--- src/rtl/wb_port_arbiter.sv ---
// Two-source arbiter feeding one registered valid/ready output slot.
// Define WB_ARB_ROUND_ROBIN_EN for round-robin contention; default is fixed priority to source 1.
module wb_port_arbiter #(
  parameter int WIDTH = 32
) (
  input  logic             Clk,
  input  logic             Reset,
  input  logic             Req1,
  input  logic [WIDTH-1:0] DataIn1,
  output logic             Ack1,
  input  logic             Req2,
  input  logic [WIDTH-1:0] DataIn2,
  output logic             Ack2,
  output logic             OutValid,
  input  logic             OutReady,
  output logic [WIDTH-1:0] DataOut,
  output logic             Select
);

  typedef enum logic {
    IDLE,
    HOLD
  } state_t;

  state_t           state_q, state_d;
  logic [WIDTH-1:0] dataOut_q, dataOut_d;
  logic             select_q, select_d;
  logic             captureSlot;
  logic             grant2;

`ifdef WB_ARB_ROUND_ROBIN_EN
  // lastGrant_q = 1 means source 2 won the most recent capture.
  logic lastGrant_q, lastGrant_d;

  assign grant2 = Req2 & (~Req1 | ~lastGrant_q);

  always_comb begin
    lastGrant_d = lastGrant_q;
    if (Ack2) begin
      lastGrant_d = 1'b1;
    end else if (Ack1) begin
      lastGrant_d = 1'b0;
    end
  end

  always_ff @(posedge Clk or posedge Reset) begin
    if (Reset) begin
      lastGrant_q <= 1'b1;
    end else begin
      lastGrant_q <= lastGrant_d;
    end
  end
`else
  assign grant2 = Req2 & ~Req1;
`endif

  // Acks are gated by Reset so nothing is acknowledged while the block is held in reset.
  always_comb begin
    state_d     = state_q;
    dataOut_d   = dataOut_q;
    select_d    = select_q;
    Ack1        = 1'b0;
    Ack2        = 1'b0;
    captureSlot = (state_q == IDLE) | OutReady;
    if (captureSlot && !Reset) begin
      if (Req1 || Req2) begin
        state_d = HOLD;
        if (grant2) begin
          dataOut_d = DataIn2;
          select_d  = 1'b1;
          Ack2      = 1'b1;
        end else begin
          dataOut_d = DataIn1;
          select_d  = 1'b0;
          Ack1      = 1'b1;
        end
      end else begin
        state_d = IDLE;
      end
    end
  end

  always_ff @(posedge Clk or posedge Reset) begin
    if (Reset) begin
      state_q   <= IDLE;
      dataOut_q <= '0;
      select_q  <= 1'b0;
    end else begin
      state_q   <= state_d;
      dataOut_q <= dataOut_d;
      select_q  <= select_d;
    end
  end

  assign OutValid = (state_q == HOLD);
  assign DataOut  = dataOut_q;
  assign Select   = select_q;

endmodule

--- config.mk ---
export PLATFORM = sky130hd
export DESIGN_NAME = wb_port_arbiter
export DESIGN_NICKNAME = d
export VERILOG_FILES = /design/src/rtl/wb_port_arbiter.sv
export SDC_FILE = /design/constraint.sdc
export NUM_CORES = 1
export LEC_CHECK = 0
export ABC_AREA = 1
export ABC_CLOCK_PERIOD_IN_PS = 1500
export CELL_PAD_IN_SITES_DETAIL_PLACEMENT = 0
export CELL_PAD_IN_SITES_GLOBAL_PLACEMENT = 1
export CORE_ASPECT_RATIO = 0.9
export CORE_MARGIN = 2
export CORE_UTILIZATION = 26
export DETAILED_ROUTE_END_ITERATION = 8
export PLACE_DENSITY_LB_ADDON = 0.1
export SYNTH_ARGS = -nofsm -noshare
export SYNTH_HDL_FRONTEND = slang
export SYNTH_SLANG_ARGS = --single-unit
--- constraint.sdc ---
create_clock -name Clk -period 1.5 [get_ports Clk]
set_input_delay 0.3 -clock Clk [delete_from_list [all_inputs] [get_ports Clk]]
set_output_delay 0.3 -clock Clk [all_outputs]
set_load 0.05 [all_outputs]
==> results of run 1 <==
==> metrics by stage <==
step	cells	hold slack, ns
2_1_floorplan	259	0.169
3_3_place_gp	457	0.524
3_5_place_dp	457	0.526
4_1_cts	471	0.542
5_1_grt	472	0.562
6_report	472	0.536
==> critical path: stages <==
cell,delay [ns]
clkdlybuf4s50_1,0.45
inv_4,0.09
nand2_4,0.07
nor2_4,0.11
buf_12,0.14
==> Yosys cell counts <==
master   number
nand2_1     154
nor2_4        2
inv_1         2
dfrtp_1      34
nand2_2      12
buf_6         7
nor2_1        2
nand3_4       1
nand3_1      32
inv_2         3
buf_2         9
nand2_4       1
==> cell type report <==
class / count / area (µm²)
clock buffer: 7 / 86.3
clock inverter: 1 / 5.00
fill: 668 / 3400
inverter: 5 / 23.8
multi-input combinational: 204 / 892
sequential: 34 / 851
tap: 93 / 116
timing repair buffer: 128 / 1630
==> layer usage <==
| layer | share of wire | up-vias |
|---|---|---|
| met5 | 0 | - |
| met4 | 0.0079 | 0 |
| met2 | 0.45 | 64 |
| li1 | - | 1032 |
| met3 | 0.086 | 5 |
| met1 | 0.46 | 877 |
==> worst max path at each step <==
stage | cells past startpoint | to | slack, ns | startpoint
final | 5 | Ack2 | 0.04 | Reset
after global routing | 5 | Ack2 | 0.0008 | Reset
after CTS | 5 | Ack2 | 0.006 | Reset
after detailed placement | 8 | DataOut[20]$_DFFE_PP0P_ | -0.14 | Req2
after global placement | 8 | DataOut[19]$_DFFE_PP0P_ | -0.12 | Req2
after floorplan | 3 | Ack2 | 0.02 | OutValid$_DFFE_PP0P_
==> kinds of logic after synthesis <==
kind of cell | after synthesis | synth area share
buffers and inverters | 21 | 0.0765
flip-flops | 34 | 0.456
AND/OR/NAND/NOR | 204 | 0.467
==> cells in the final DEF, fill, tap and decap left out, drive strengths merged <==
master	instances
nand2	167
clkdlybuf4s50	65
buf	60
dfrtp	34
nand3	33
clkbuf	7
inv	5
nor2	4
dlygate4sd2	3
clkinv	1
==> power groups by stage <==
| stage | Sequential, W | Combinational, W | Clock, W |
|---|---|---|---|
| final | 0.00129 | 0.00207 | 0.000701 |
| after detailed placement | 0.00131 | 0.00205 | 0 |
| after CTS | 0.00129 | 0.00209 | 0.000731 |
| after floorplan | 0.00182 | 0.000365 | 0 |
| after global routing | 0.00131 | 0.00219 | 0.000773 |
| after global placement | 0.00130 | 0.00204 | 0 |
==> registers in the layout, summed over array words and instances (netlist names) <==
signal	flops
DataOut	32
OutValid	1
Select	1
==> timing repair <==
action                                  CTS  global route
endpoints found under the setup margin    2             1
buffers inserted                          6             1
gates resized for setup                   5             0
endpoints found under the hold margin     0             0
pin swaps                                 2             1
==> flow_metrics.py, run 1 <==
metrics = {
    "clock_tree": {
        "numCtsBuffers": 5,
        "clock-root-buffer": "clkbuf_8",
        "path_clk_slew_ns": 0.07,
        "ctsLongestPathBuffers": 2,
        "hold_buffers": 0,
        "clock_latency_ns": 0.28,
        "ctsHtreeMaxLevel": 2,
        "cts_tree": "yes",
        "cts_sinks": 34,
    },
    "place": {
        "placed_area_mm2": 0.00345,
        "port_buffers": 104,
        "gp_congestion": 0.756,
        "dp_hpwl_um": 4310,
        "dp_slack_ns": -0.138,
    },
    "logic_synthesis": {
        "synth_cell_type_count": 12,
        "synth_area_mm2": 0.00187,
        "synth_top_cell_area_share": 0.456,
        "ys_seq_area_frac": 0.456,
        "syn_nets": 328,
        "ys_top_cells_by_area": "dfrtp_1 (46%), nand2_1 (31%), nand3_1 (8.6%)",
        "ys_ff_latch": 34,
        "netlist_instances": 259,
        "avgSynthCellArea_um2": 7.20,
        "post-synth-top-area-cell": "dfrtp_1",
        "ys.warnings.count": 0,
    },
    "final_layout": {
        "syn_to_final_growth_pct": 93.1,
        "num-nets-final": 447,
        "fin_util": 0.514,
        "insertedDiodeCount": 0,
        "drive_gt1_frac": 0.232,
        "stdcell_area_mm2": 0.00360,
    },
    "outcome": {
        "status": "finished, final reports clean",
    },
    "power": {
        "pwr-share-comb": 0.510,
        "total_power_w": 0.00406,
        "p_clk_frac": 0.173,
        "p_sw_frac": 0.386,
        "p_leak_nw": 1.81,
        "power_density_mw_per_mm2": 1130,
        "p_seq_frac": 0.317,
        "irDropWorstVdd_mv": 0.450,
        "internal-power_w": 0.00249,
        "power.switching_w": 0.00157,
    },
    "timing": {
        "maxSlewViolCount": 0,
        "fin_crit_sh": 0.972,
        "fmaxAchievable_mhz": 686,
        "worst_clock_skew_ns": 0.00178,
        "worstMarginPinSlew_ns": 0.448,
        "fin_ws_ns": 0.0413,
        "setup_violations": 0,
        "final_hold_viol_count": 0,
        "slew_headroom": 0.702,
        "rsz0062_at_grt": "no",
        "setup-tns-final_ns": 0,
        "period_needed_ns": 1.46,
    },
    "detailed_routing": {
        "drt_wl_total_um": 5850,
        "antenna_left": 0,
        "vias": 1978,
        "drtPass1Iterations": 4,
        "wl_per_cell_um": 12.4,
        "drtIter0Drc": 49,
        "viasPerCell": 4.19,
        "drc": 0,
    },
    "global_route": {
        "grt-ovfl-total": 0,
        "grt_pass1_vias": 2037,
        "antenna_found_initial": 0,
        "track_usage": 0.159,
        "use_met2": 0.268,
        "use_met3": 0.0521,
        "grt_max_degree": 35,
        "use_met1": 0.196,
        "busiest_layer": "met2",
        "grt_pass1_wl_um": 9930,
    },
    "setup_path": {
        "crit_type": "in -> out",
        "required_ns": 1.20,
        "r2r-start": "OutValid$_DFFE_PP0P_",
        "arrival_ns": 1.16,
        "ff2ff_path_depth": 8,
        "r2r-end": "DataOut[20]$_DFFE_PP0P_",
        "crit_path_max_fanout": 3,
        "r2r_setup_slack_ns": 0.16,
        "end_kind": "output port",
        "cp-start-kind": "input port",
    },
    "hold_path": {
        "hold_end": "Select$_DFFE_PP0P_",
        "hp-start": "Select$_DFFE_PP0P_",
        "min_delay_path_depth": 2,
        "hold_class": "reg -> reg",
    },
    "die": {
        "start_util": 0.266,
        "pin_count": 105,
        "rows": 29,
        "core_mm2": 0.00700,
        "fp.dieW_um": 93.3,
        "die_area_mm2": 0.00787,
        "die_y_um": 84.4,
    },
    "run": {
        "drv_cap": 0,
    },
}
Note: power is estimated with default switching activity, not from simulation.
==> inputs of run 2 (changes only) <==
--- a/config.mk
+++ b/config.mk
@@ -12,6 +12,7 @@
 export CORE_ASPECT_RATIO = 0.9
 export CORE_MARGIN = 2
 export CORE_UTILIZATION = 26
+export CTS_CLUSTER_DIAMETER = 80
 export DETAILED_ROUTE_END_ITERATION = 8
 export PLACE_DENSITY_LB_ADDON = 0.1
 export SYNTH_ARGS = -nofsm -noshare
==> results of run 2 <==
No change in the layout: final DEF, timing and power equal those of run 1.
